`config.mk`:
```
export PLATFORM = sky130hd
export DESIGN_NAME = hazard_scoreboard_flat
export DESIGN_NICKNAME = d
export VERILOG_FILES = /design/src/rtl/hazard_scoreboard_if.sv /design/src/rtl/hazard_scoreboard.sv /design/src/flat_wrapper.sv
export SDC_FILE = /design/constraint.sdc
export NUM_CORES = 1
export LEC_CHECK = 0
export ABC_AREA = 1
export ABC_CLOCK_PERIOD_IN_PS = 2000
export BUFFER_PORTS_ARGS = -buffer_cell sky130_fd_sc_hd__buf_2
export CORE_ASPECT_RATIO = 1.75
export CORE_UTILIZATION = 54
export CTS_CLUSTER_DIAMETER = 100
export DETAILED_ROUTE_END_ITERATION = 6
export GPL_TIMING_DRIVEN = 0
export HOLD_SLACK_MARGIN = 0.12
export PLACE_DENSITY = 0.8
export SYNTH_ARGS = -nofsm -noshare
export SYNTH_HDL_FRONTEND = slang
export SYNTH_SLANG_ARGS = --single-unit
```
`constraint.sdc`:
```
create_clock -name clk -period 2 [get_ports clk]
set_clock_uncertainty 0.15 [all_clocks]
set_input_delay 0.4 -clock clk [delete_from_list [all_inputs] [get_ports clk]]
set_output_delay 0.4 -clock clk [all_outputs]
set_load 0.02 [all_outputs]
```
`src/rtl/hazard_scoreboard_if.sv`:
```
// hazard_scoreboard_if: ID-stage register-usage decode in,
// stall / pending-writer view and stall counter out.
interface hazard_scoreboard_if #(
  parameter int CNT_W = 16
);
  logic             id_valid;
  logic [2:0]       id_Rs;
  logic [2:0]       id_Rt;
  logic             id_RsValid;
  logic             id_RtValid;
  logic             id_writeRegValid;
  logic [2:0]       id_writeReg;
  logic             id_isStore;
  logic             id_isLoad;
  logic             flush;
  logic             hold;
  logic             stall;
  logic [7:0]       pend_mask;
  logic [CNT_W-1:0] stall_count;

  modport master (
    output id_valid, id_Rs, id_Rt,
    output id_RsValid, id_RtValid,
    output id_writeRegValid, id_writeReg,
    output id_isStore, id_isLoad,
    output flush, hold,
    input  stall, pend_mask, stall_count
  );

  modport slave (
    input  id_valid, id_Rs, id_Rt,
    input  id_RsValid, id_RtValid,
    input  id_writeRegValid, id_writeReg,
    input  id_isStore, id_isLoad,
    input  flush, hold,
    output stall, pend_mask, stall_count
  );
endinterface

```
`src/rtl/hazard_scoreboard.sv`:
```
// hazard_scoreboard: tracks EX/MEM/WB register writers and
// stalls fetch/decode on operands that cannot be forwarded.
module hazard_scoreboard #(
  parameter bit FORWARDING = 1'b1,
  parameter bit RF_BYPASS  = 1'b1,
  parameter int CNT_W      = 16
) (
  input logic clk,
  input logic rst,
  hazard_scoreboard_if.slave sb
);

  typedef struct packed {
    logic       v;
    logic [2:0] rd;
    logic       ld;
  } ent_t;

  ent_t e0, e1, e2;
  ent_t e0_nxt;

  logic             wr;
  logic             m0, m1, m2;
  logic             stall_c;
  logic [7:0]       mask;
  logic [CNT_W-1:0] cnt;

  function automatic logic hit(
    input ent_t       e,
    input logic [2:0] rs,
    input logic       rsv,
    input logic [2:0] rt,
    input logic       rtv
  );
    return e.v & ((rsv & (rs == e.rd)) |
                  (rtv & (rt == e.rd)));
  endfunction

  // Stores carry writeRegValid from decode but never write back.
  assign wr = sb.id_valid & sb.id_writeRegValid
            & ~sb.id_isStore;

  assign m0 = sb.id_valid & hit(e0, sb.id_Rs,
    sb.id_RsValid, sb.id_Rt, sb.id_RtValid);
  assign m1 = sb.id_valid & hit(e1, sb.id_Rs,
    sb.id_RsValid, sb.id_Rt, sb.id_RtValid);
  assign m2 = sb.id_valid & hit(e2, sb.id_Rs,
    sb.id_RsValid, sb.id_Rt, sb.id_RtValid);

  // Stall decision; a redirect always beats a hazard.
  always_comb begin
    stall_c = 1'b0;
    if (sb.flush | ~sb.id_valid)
      stall_c = 1'b0;
    else if (FORWARDING)
      stall_c = m0 & e0.ld;
    else
      stall_c = m0 | m1 | (m2 & ~RF_BYPASS);
  end

  // Next EX entry: the decoded writer, or a bubble.
  always_comb begin
    e0_nxt = '0;
    if (~stall_c & ~sb.flush) begin
      e0_nxt.v  = wr;
      e0_nxt.rd = sb.id_writeReg;
      e0_nxt.ld = sb.id_isLoad;
    end
  end

  // One-hot OR of every register still being written.
  always_comb begin
    mask = '0;
    if (e0.v) mask[e0.rd] = 1'b1;
    if (e1.v) mask[e1.rd] = 1'b1;
    if (e2.v) mask[e2.rd] = 1'b1;
  end

  // Advance the writer pipeline and count stall cycles.
  always_ff @(posedge clk) begin
    if (rst) begin
      e0  <= '0;
      e1  <= '0;
      e2  <= '0;
      cnt <= '0;
    end else if (~sb.hold) begin
      e2 <= e1;
      e1 <= e0;
      e0 <= e0_nxt;
      if (stall_c & ~&cnt)
        cnt <= cnt + 1'b1;
    end
  end

  assign sb.stall       = stall_c;
  assign sb.pend_mask   = mask;
  assign sb.stall_count = cnt;

endmodule
```
`src/flat_wrapper.sv`:
```
// flat-port wrapper written by rule: the top's interface ports become plain ports
module hazard_scoreboard_flat 
#(
  parameter bit FORWARDING = 1'b1,
  parameter bit RF_BYPASS  = 1'b1,
  parameter int CNT_W      = 16
)
  (clk, rst, sb_id_valid, sb_id_Rs, sb_id_Rt, sb_id_RsValid, sb_id_RtValid, sb_id_writeRegValid, sb_id_writeReg, sb_id_isStore, sb_id_isLoad, sb_flush, sb_hold, sb_stall, sb_pend_mask, sb_stall_count);
  hazard_scoreboard_if #(.CNT_W(CNT_W)) sb_i ();
  input logic clk;
  input logic rst;
  input wire logic [$bits(sb_i.id_valid)-1:0] sb_id_valid;
  input wire logic [$bits(sb_i.id_Rs)-1:0] sb_id_Rs;
  input wire logic [$bits(sb_i.id_Rt)-1:0] sb_id_Rt;
  input wire logic [$bits(sb_i.id_RsValid)-1:0] sb_id_RsValid;
  input wire logic [$bits(sb_i.id_RtValid)-1:0] sb_id_RtValid;
  input wire logic [$bits(sb_i.id_writeRegValid)-1:0] sb_id_writeRegValid;
  input wire logic [$bits(sb_i.id_writeReg)-1:0] sb_id_writeReg;
  input wire logic [$bits(sb_i.id_isStore)-1:0] sb_id_isStore;
  input wire logic [$bits(sb_i.id_isLoad)-1:0] sb_id_isLoad;
  input wire logic [$bits(sb_i.flush)-1:0] sb_flush;
  input wire logic [$bits(sb_i.hold)-1:0] sb_hold;
  output wire logic [$bits(sb_i.stall)-1:0] sb_stall;
  output wire logic [$bits(sb_i.pend_mask)-1:0] sb_pend_mask;
  output wire logic [$bits(sb_i.stall_count)-1:0] sb_stall_count;
  assign sb_i.id_valid = sb_id_valid;
  assign sb_i.id_Rs = sb_id_Rs;
  assign sb_i.id_Rt = sb_id_Rt;
  assign sb_i.id_RsValid = sb_id_RsValid;
  assign sb_i.id_RtValid = sb_id_RtValid;
  assign sb_i.id_writeRegValid = sb_id_writeRegValid;
  assign sb_i.id_writeReg = sb_id_writeReg;
  assign sb_i.id_isStore = sb_id_isStore;
  assign sb_i.id_isLoad = sb_id_isLoad;
  assign sb_i.flush = sb_flush;
  assign sb_i.hold = sb_hold;
  assign sb_stall = sb_i.stall;
  assign sb_pend_mask = sb_i.pend_mask;
  assign sb_stall_count = sb_i.stall_count;
  hazard_scoreboard #(.FORWARDING(FORWARDING), .RF_BYPASS(RF_BYPASS), .CNT_W(CNT_W)) u_core (.clk(clk), .rst(rst), .sb(sb_i));
endmodule
```
### Yosys cells after proc, flatten, opt, wreduce, memory -nomap -nowiden

Cells that the tools add are included.

| cells by class | value |
|---|---|
| mux-type cells | 11 |
| equal/unequal tests | 2 |
| $add $sub $neg | 1 |
| order comparisons | 6 |
| bitwise logic cells | 18 |
| reduce and logical (&&, ||, !) cells | 6 |

Operators with widths:

| kind | count |
|---|---|
| $mux 8 | 3 |
| $add 16x1->16 const B | 1 |
| $or 8x8->8 | 2 |
| $reduce_and 16->1 | 1 |
| $lt 3x4->1 const B | 3 |
| $and 1x1->1 | 9 |
| $demux 1 s3 | 3 |
| $ge 3x1->1 const B | 3 |
| $eq 3x3->1 | 2 |
| $mux 5 | 1 |
| $not 1->1 | 5 |
| $mux 1 | 4 |
| $logic_and 1x1->1 | 3 |
| $or 1x1->1 | 2 |
| $reduce_and 2->1 | 1 |
| $logic_not 1->1 | 1 |

| word-level totals | value |
|---|---|
| bits in registers | 29 |
| input bits | 19 |

### Logic depth before layout (Yosys ltp)

Gate-level depths: netlist of the first run.

| logic depth | value |
|---|---|
| word-level depth | 10 |
| depth in mapped cells | 12 |
| mapped depth without buffers | 11 |

### Worst setup path after synthesis of the first run

No wires, ideal clock.

| timing | value |
|---|---|
| path kind | register to register |
| from | reg u_core.cnt[0] (netlist: u_core.sb.stall_count[0]) |
| to | reg u_core.cnt[2] (netlist: u_core.sb.stall_count[2]) |
| stages on the path, launching flop included | 11 |
| period minus slack after synthesis | 1.799 ns |
| setup slack | 0.201 ns |
| data arrival time | 1.579 ns |
| buffers on the path | 1 |
| setup time | 0.070 ns |
| cells stage by stage | dfxtp_1 ha_1 nand3_2 inv_2 nand2_2 nor2_4 nand2_2 nand2_4 buf_6 o21ai_1 a21oi_1 |

| on the way | value |
|---|---|
| longest elaborated chain between the ends | 4 |
| elaborated cells between the ends (all ways) | 5 |
| classes of those cells | add/sub (1); bitwise (1); reduce/logical (3) |

Ends and longest elaborated chain:

| element | line | RTL |
|---|---|---|
| start, declared | hazard_scoreboard.sv:26 | `logic [CNT_W-1:0] cnt;` |
| start signal, assigned | hazard_scoreboard.sv:91 | `cnt <= cnt + 1'b1;` |
| parallel branches: the longest is 4 deep, another holds $add 16x1->16 | -- |  |

Several ways; the timed one is not identified.
A chain may end at the register's enable or synchronous reset.

### Final worst setup path of the first run

| timing | value |
|---|---|
| from | reg u_core.e0[3] (netlist bit) |
| to | out sb_stall |

| on the way | value |
|---|---|
| longest elaborated chain between the ends | 7 |
| elaborated cells between the ends (all ways) | 9 |
| classes of those cells | eq/ne (2); mux (1); bitwise (6) |

Ends and longest elaborated chain:

| element | line | RTL |
|---|---|---|
| start, declared | hazard_scoreboard.sv:19 | `ent_t e0, e1, e2;` |
| start signal, assigned | hazard_scoreboard.sv:89 | `e0 <= e0_nxt;` |
| $eq 3x3->1 (on tied branches) | hazard_scoreboard.sv:35, hazard_scoreboard.sv:36 |  |
| $and 1x1->1 (on tied branches) | hazard_scoreboard.sv:35, hazard_scoreboard.sv:36 |  |
| $or 1x1->1 (*) | hazard_scoreboard.sv:35 | `return e.v & ((rsv & (rs == e.rd)) \|` |
| $and 1x1->1 (*) | hazard_scoreboard.sv:35 |  |
| $and 1x1->1 (*) | hazard_scoreboard.sv:43 | `assign m0 = sb.id_valid & hit(e0, sb.id_Rs,` |
| $and 1x1->1 (*) | hazard_scoreboard.sv:56 | `stall_c = m0 & e0.ld;` |
| $mux 1 (*) | hazard_scoreboard.sv:53 | `if (sb.flush \| ~sb.id_valid)` |
| end, declared | flat_wrapper.sv:23 | `output wire logic [$bits(sb_i.stall)-1:0] sb_stall;` |

Mark *: on every way between the ends. The rest lies on a longest branch, timed or not.

==> results.yml, run 1 <==
place:
  dp.final_hpwl_um: 3750
  place_area_mm2: 0.00217
  io_buffers: 43
  dpl.cell_count: 390
  place_congestion: 0.887
timing:
  rsz0062_at_grt: "yes"
  worst_slew_pin_slew_ps: 452
  setup_viol_count_final: 0
  finalMaxSlewViolations: 0
  period_minus_slack_ps: 1950
  fin_crit_sh: 0.974
  slew_headroom: 0.699
  hold_viol: 0
  clock.fmax_ghz: 0.514
synthesis:
  netlist_area_mm2: 0.00190
  ys_seq_elements: 29
  syn_inst: 302
  seq_area_frac_synth: 0.306
  synth_cell_types: 29
  synth_flop_cell: "dfxtp_1"
  yosysWarnings: 0
  async_reset_ff_frac: 0
  syn_nets: 322
  syn_area_per_cell_um2: 6.28
  synth_edf_count: 0
critical_path:
  path_max_fanout: 5
  setup.worst_path.end_class: "primary output"
  critical_path_arrival_ps: 1400
  start_kind: "register"
  crit_type: "reg2out"
  cp.required_ps: 1450
hold_path:
  min_path_type: "in2reg"
grt:
  antenna_found_initial: 0
  track_usage: 0.298
  grt_max_degree: 11
  grt_pass1_vias: 1916
  grt_pass1_wl_um: 8090
  grt_overflow: 0
finish:
  seq_area_um2: 592
  fill_cells: 346
  layout-drive-gt1-share: 0.255
  layout.nets: 376
  areaGrowthSynthToFinish_pct: 22.4
  multi_input_area_mm2: 0.00113
  final_cell_count_no_fill: 402
  fin_area_mm2: 0.00232
  diodes: 0
die:
  die_h_um: 80.4
  die_area_mm2: 0.00376
  initial_core_util: 0.564
  die_w_um: 46.8
  coreArea_mm2: 0.00336
  rows: 28
  io-pin-count: 44
clock_network:
  clockBufferDepth: 2
  cts_tree: "done"
  cts_hold_buf: 0
  clockRootBuffer: "clkbuf_8"
  clock-sinks: 29
  h-tree-depth: 2
  clk_pin_slew_worst_paths_ps: 70
  clock_latency_ps: 290
  cts_buffers: 5
power_and_ir_drop:
  internal_power_w: 0.000893
  pwr-share-clk: 0.379
  seqPwrFrac: 0.493
  peakVddDrop_mv: 0.391
  leakage_nw: 1.05
  combinationalPowerShare: 0.128
  switching_power_w: 0.000350
  p_total_w: 0.00124
  sw_frac_of_total: 0.282
  power_per_cell_area_mw_per_mm2: 535
drt:
  detail-route-antenna-nets: 0
  drc_errors: 0
  vias: 2151
  first_pass_iters: 4
  viasPerCell: 5.35
  totalWireLength_um: 5100
  drt_iter0_drc: 70
  wl_per_cell_um: 12.7
outcome:
  status: "finished, final reports clean"
flow_run:
  drv_cap: 0
[final cells by class]
| cell class | instances | share of cell area |
|---|---|---|
| inverters | 34 | 0.0571 |
| well taps | 45 | 0.0242 |
| plain buffers | 9 | 0.0253 |
| clock buffers | 6 | 0.0312 |
| repair buffers | 49 | 0.115 |
| flip-flops and latches | 29 | 0.255 |
| clock inverters | 2 | 0.00431 |
| multi-input cells | 228 | 0.488 |
[logic make-up after synthesis]
logic type | Yosys count | synth area share
compound gates | 61 | 0.173
xor+xnor | 7 | 0.0323
fa+ha+maj | 1 | 0.00660
buf+inv | 45 | 0.108
flops | 29 | 0.306
simple gates | 159 | 0.373
[power groups by stage]
stage | Sequential (W) | Clock [W] | Combinational [W]
2_1_floorplan | 0.000618 | 0 | 0.000107
3_3_place_gp | 0.000622 | 0 | 0.000153
3_5_place_dp | 0.000622 | 0 | 0.000155
4_1_cts | 0.000610 | 0.000475 | 0.000162
5_1_grt | 0.000616 | 0.000501 | 0.000179
6_report | 0.000613 | 0.000471 | 0.000159
[path summary, 6_finish.rpt]
kind,start,endpoint,slack [ps],cells after the start
max,u_core.e0[3]$_SDFFE_PP0N_,sb_stall,50,8
min,rst,u_core.sb.stall_count[5]$_SDFFE_PP0P_,210,2
max reg2reg,u_core.sb.stall_count[0]$_SDFFE_PP0P_,u_core.sb.stall_count[9]$_SDFFE_PP0P_,150,10
min reg2reg,u_core.sb.stall_count[15]$_SDFFE_PP0P_,u_core.sb.stall_count[15]$_SDFFE_PP0P_,360,2
[metrics by stage]
| stage | utilization | TNS [ps] | hold WS [ps] | setup WS [ps] |
|---|---|---|---|---|
| 2_1_floorplan | - | 0 | 319 | 201 |
| 3_3_place_gp | 0.645 | 0 | 335 | 28.2 |
| 3_5_place_dp | 0.645 | 0 | 340 | 0.684 |
| 4_1_cts | 0.685 | 0 | 214 | 5.61 |
| 5_1_grt | 0.690 | -9.54 | 215 | -9.54 |
| 6_report | 0.690 | 0 | 212 | 53.0 |
[what timing repair did]
action | 4_1_cts | 5_1_grt
endpoints found under the setup margin | 1 | 9
pin swaps | 3 | 4
resized for setup | 6 | 13
buffers inserted | 5 | 1
[layout by cell type, fill, tap and decap left out, types with 4 or more instances in the layout]
cell type	instances
nand2_1	65
buf_2	44
nor2_1	33
nand3_1	33
inv_1	30
a21oi_1	26
dfxtp_1	26
o21ai_0	21
nand2_2	10
o21ai_1	9
nand4_1	6
buf_4	6
nor2_2	5
clkbuf_8	5
buf_6	4
xor2_1	4
clkbuf_1	4
[per-layer routing]
metal | share of wire | routed length (um) | up-vias | GRT usage
li1 | - | - | 1089 | -
met3 | 0.047 | 241 | 21 | 0.0584
met4 | 0.034 | 171 | 0 | 0.151
met5 | 0 | 0 | - | 0
met2 | 0.56 | 2840 | 65 | 0.547
met1 | 0.36 | 1850 | 976 | 0.291
[cells in the mapped netlist, types with 4 or more instances]
cell     count  area [um^2]
nand4_1      6         37.5
inv_2        4         15.0
buf_6        4         45.0
dfxtp_1     29          581
inv_1       30          113
xor2_1       4         35.0
o21ai_0     21          105
nand2_2      6         37.5
a21oi_1     26          130
nand3_1     33          165
nand2_1     69          259
nor2_1      35          131
o21ai_1      9         45.0
[worst max-delay path, cell delays in order (launching register included)]
cell	delay (ps)
dfxtp_4	380
inv_4	40
nand2_2	50
nand2_2	50
nor2_2	100
nand2_2	80
a21oi_4	180
buf_6	130
buf_6	110
[state kept, by name, indices dropped and copies added, names as in the netlist]
register and count:
u_core.e1 4, u_core.e0 5, u_core.sb.stall_count 16, u_core.e2 4
Power figures use the tool's default switching activity.
==> inputs of run 2 (changes only) <==
Settings changed: ABC_AREA 1 to unset, CORE_UTILIZATION 54 to 52, PLACE_DENSITY 0.8 to 0.79.
==> run 2 against run 1 <==
The run now ends with setup timing left. Sequential share of layout area up 0.46 points. Via count is 11% lower. Global-route usage shrank 1.3 points. Design area up 0.32%. First-iteration DRC count is 23% higher. Flip-flop and latch count is the same. Critical endpoint is now u_core.sb.stall_count[3]$_SDFFE_PP0P_. Non-clock buffer count grew 7. Fmax is 12% lower.
==> results.yml, run 2 <==
synthesis:
  synth_most_common_cell: "dfxtp_1"
  syn_area_per_cell_um2: 8.24
  synth_cell_types: 39
  netlist_area_mm2: 0.00166
  synth_flop_cell: "dfxtp_1"
  syn_nets: 222
  seq_area_frac_synth: 0.349
  syn_inst: 202
  synth_common_cells: "dfxtp_1 (29), nor2_1 (24), nand2_1 (13)"
  yosysWarnings: 0
  async_reset_ff_frac: 0
  yosysTopAreaCell: "dfxtp_1"
  synth_edf_count: 0
  netlist.area_leader.share: 0.349
  synthTopCellsByArea: "dfxtp_1 (35%), nor2_1 (5.4%), mux2i_1 (4.8%)"
  ys_seq_elements: 29
critical_path:
  slowest_stage: "or4_1"
  path_max_fanout: 5
  crit_type: "reg2reg"
  slowest_delay_ps: 510
  r2r-end: "u_core.sb.stall_count[3]$_SDFFE_PP0P_"
  critical_path_arrival_ps: 2270
  r2r_slack_ps: -210
  r2r-start: "u_core.e0[1]$_SDFFE_PP0N_"
  start_kind: "register"
  crit_chain: "xnor2_2, nand4_1, a21o_1, buf_6, buf_6, buf_8, or4_1, a21oi_1"
  reg2reg_depth: 8
  cp.required_ps: 2050
  setup.worst_path.end_class: "register"
  cp_common_cell: "buf_6"
die:
  coreArea_mm2: 0.00299
  io-pin-count: 44
  die_w_um: 44.8
  rows: 26
  die_area_mm2: 0.00344
  initial_core_util: 0.556
  die_h_um: 76.8
hold_path:
  holdPathStages: 3
  min_to: "u_core.e0[0]$_SDFFE_PP0N_"
  min_path_type: "in2reg"
  hold_start: "sb_id_isLoad"
timing:
  fin_hold_ws_ps: 237
  rsz0062_at_grt: "yes"
  slew_headroom: 0.597
  finalMaxSlewViolations: 0
  setup_viol_count_final: 18
  fin_ws_ps: -213
  fin_crit_sh: 1.11
  hold_viol: 0
  period_minus_slack_ps: 2210
  worst_slew_pin_slew_ps: 604
  clock.fmax_ghz: 0.452
grt:
  track_usage: 0.285
  grt_pass1_wl_um: 7420
  antenna_found_initial: 0
  grt_pass1_vias: 1742
  grt_max_degree: 11
  grt_overflow: 0
place:
  place_congestion: 0.862
  dp.final_hpwl_um: 3240
  io_buffers: 42
  dpl.cell_count: 286
clock_network:
  cts_buffers: 5
  clk_pin_slew_worst_paths_ps: 60
  cts_hold_buf: 0
  clockRootBuffer: "clkbuf_8"
  clock_latency_ps: 280
  clock-sinks: 29
  clockBufferDepth: 2
  cts_tree: "done"
  h-tree-depth: 2
drt:
  vias: 1919
  drc_errors: 0
  totalWireLength_um: 5270
  viasPerCell: 6.35
  wl_per_cell_um: 17.5
  drt_iter0_drc: 86
  first_pass_iters: 5
  detail-route-antenna-nets: 0
power_and_ir_drop:
  leakage_nw: 0.905
  peakVddDrop_mv: 0.469
  power_per_cell_area_mw_per_mm2: 495
finish:
  layout-drive-gt1-share: 0.412
  diodes: 0
  layout_commonest_cell: "buf_2"
  areaGrowthSynthToFinish_pct: 40.0
  final_cell_count_no_fill: 302
  largest_register_ffs: 16
  layout.nets: 279
  mostFrequentLayoutCells: "buf_2 (41), nor2_1 (23), dfxtp_1 (20)"
outcome:
  status: "finished, violations left"
  violations: "setup timing"
flow_run:
  drv_cap: 0
run 2: cell types whose count changed in the layout (fill, tap and decap cells not counted), moves of 6 or more:
cell / previous run / this run
nand2_2: 10 / 0
buf_4: 6 / 13
xnor2_2: 0 / 6
dfxtp_1: 26 / 20
nand3_1: 33 / 7
nand2_1: 65 / 13
mux2i_1: 0 / 8
inv_1: 30 / 3
nor2_1: 33 / 23
o21ai_1: 9 / 1
o21ai_0: 21 / 5
a21oi_1: 26 / 7
o31ai_1: 0 / 7
run 2: critical path, delay by kind of cell (launching register included):
kind / cells / cell delay, ps
AND/OR/NAND/NOR: 2 / 660
XOR/XNOR: 1 / 170
flip-flops: 1 / 370
AO/OA/AOI/OAI: 2 / 380
buffers and inverters: 3 / 390
run 2: logic make-up (layout without fill, tap and decap cells):
| group | Yosys count | in the layout | share of synthesized area |
|---|---|---|---|
| multiplexers | 11 | 11 | 0.0684 |
| flip-flops | 29 | 29 | 0.349 |
| AND/OR/NAND/NOR | 95 | 95 | 0.314 |
| AO/OA/AOI/OAI | 42 | 42 | 0.171 |
| buffers and inverters | 18 | 76 | 0.0586 |
| XOR/XNOR | 6 | 6 | 0.0316 |
| adder cells (fa/ha/maj) | 1 | 1 | 0.00752 |
run 2: cell type report:
cell class                      instances  area, um^2
Fill cell                             241         663
Sequential cell                        29         604
Buffer                                  8        70.1
Timing Repair Buffer                   57         358
Inverter                                3        11.3
Multi-Input combinational cell        155        1150
Tap cell                               42        52.6
Clock inverter                          2        10.0
Clock buffer                            6        72.6
run 2: what timing repair did:
| item | in CTS | in global routing |
|---|---|---|
| gates resized for setup | 28 | 27 |
| pin swaps | 13 | 7 |
| endpoints found under the setup margin | 23 | 25 |
| setup buffers | 9 | 5 |
| gates cloned | 0 | 1 |
run 2: per-stage QoR:
step	cell area, um^2	setup WS [ps]	TNS, ps	util	total power (W)
2_1_floorplan	1680	-9.76	-9.76	-	0.000649
4_1_cts	2190	-185	-476	0.732	0.00115
6_report	2330	-213	-1730	0.778	0.00115
5_1_grt	2330	-268	-2840	0.778	0.00119
3_5_place_dp	1940	-364	-3100	0.648	0.000683
3_3_place_gp	1940	-358	-2870	0.648	0.000681
run 2: how the worst max path moves through the flow:
stage / startpoint / endpoint / slack (ps) / cells past startpoint
3_3_place_gp: sb_id_Rs[0] / sb_stall / -360 / 8
4_1_cts: u_core.e0[3]$_SDFFE_PP0N_ / sb_stall / -180 / 8
6_report: u_core.e0[1]$_SDFFE_PP0N_ / u_core.sb.stall_count[3]$_SDFFE_PP0P_ / -210 / 8
3_5_place_dp: sb_id_Rt[0] / sb_stall / -360 / 8
5_1_grt: u_core.e0[1]$_SDFFE_PP0N_ / u_core.sb.stall_count[3]$_SDFFE_PP0P_ / -270 / 8
2_1_floorplan: u_core.sb.stall_count[0]$_SDFFE_PP0P_ / u_core.sb.stall_count[10]$_SDFFE_PP0P_ / -10 / 7
run 2: where the power goes:
group | leakage, nW | internal [W] | total [W] | switching (W)
sequential | 0.240 | 0.000578 | 0.000587 | 0.00000913
clock | 0.0450 | 0.000240 | 0.000465 | 0.000224
combinational | 0.620 | 0.0000492 | 0.000103 | 0.0000535
total | 0.905 | 0.000867 | 0.00115 | 0.000287
run 2: routing by layer:
metal | track usage | wire (um) | vias up
met4 | 0.148 | 212 | 0
met5 | 0 | 0 | -
met3 | 0.0471 | 263 | 20
met2 | 0.519 | 2910 | 101
met1 | 0.290 | 1890 | 914
li1 | - | - | 884
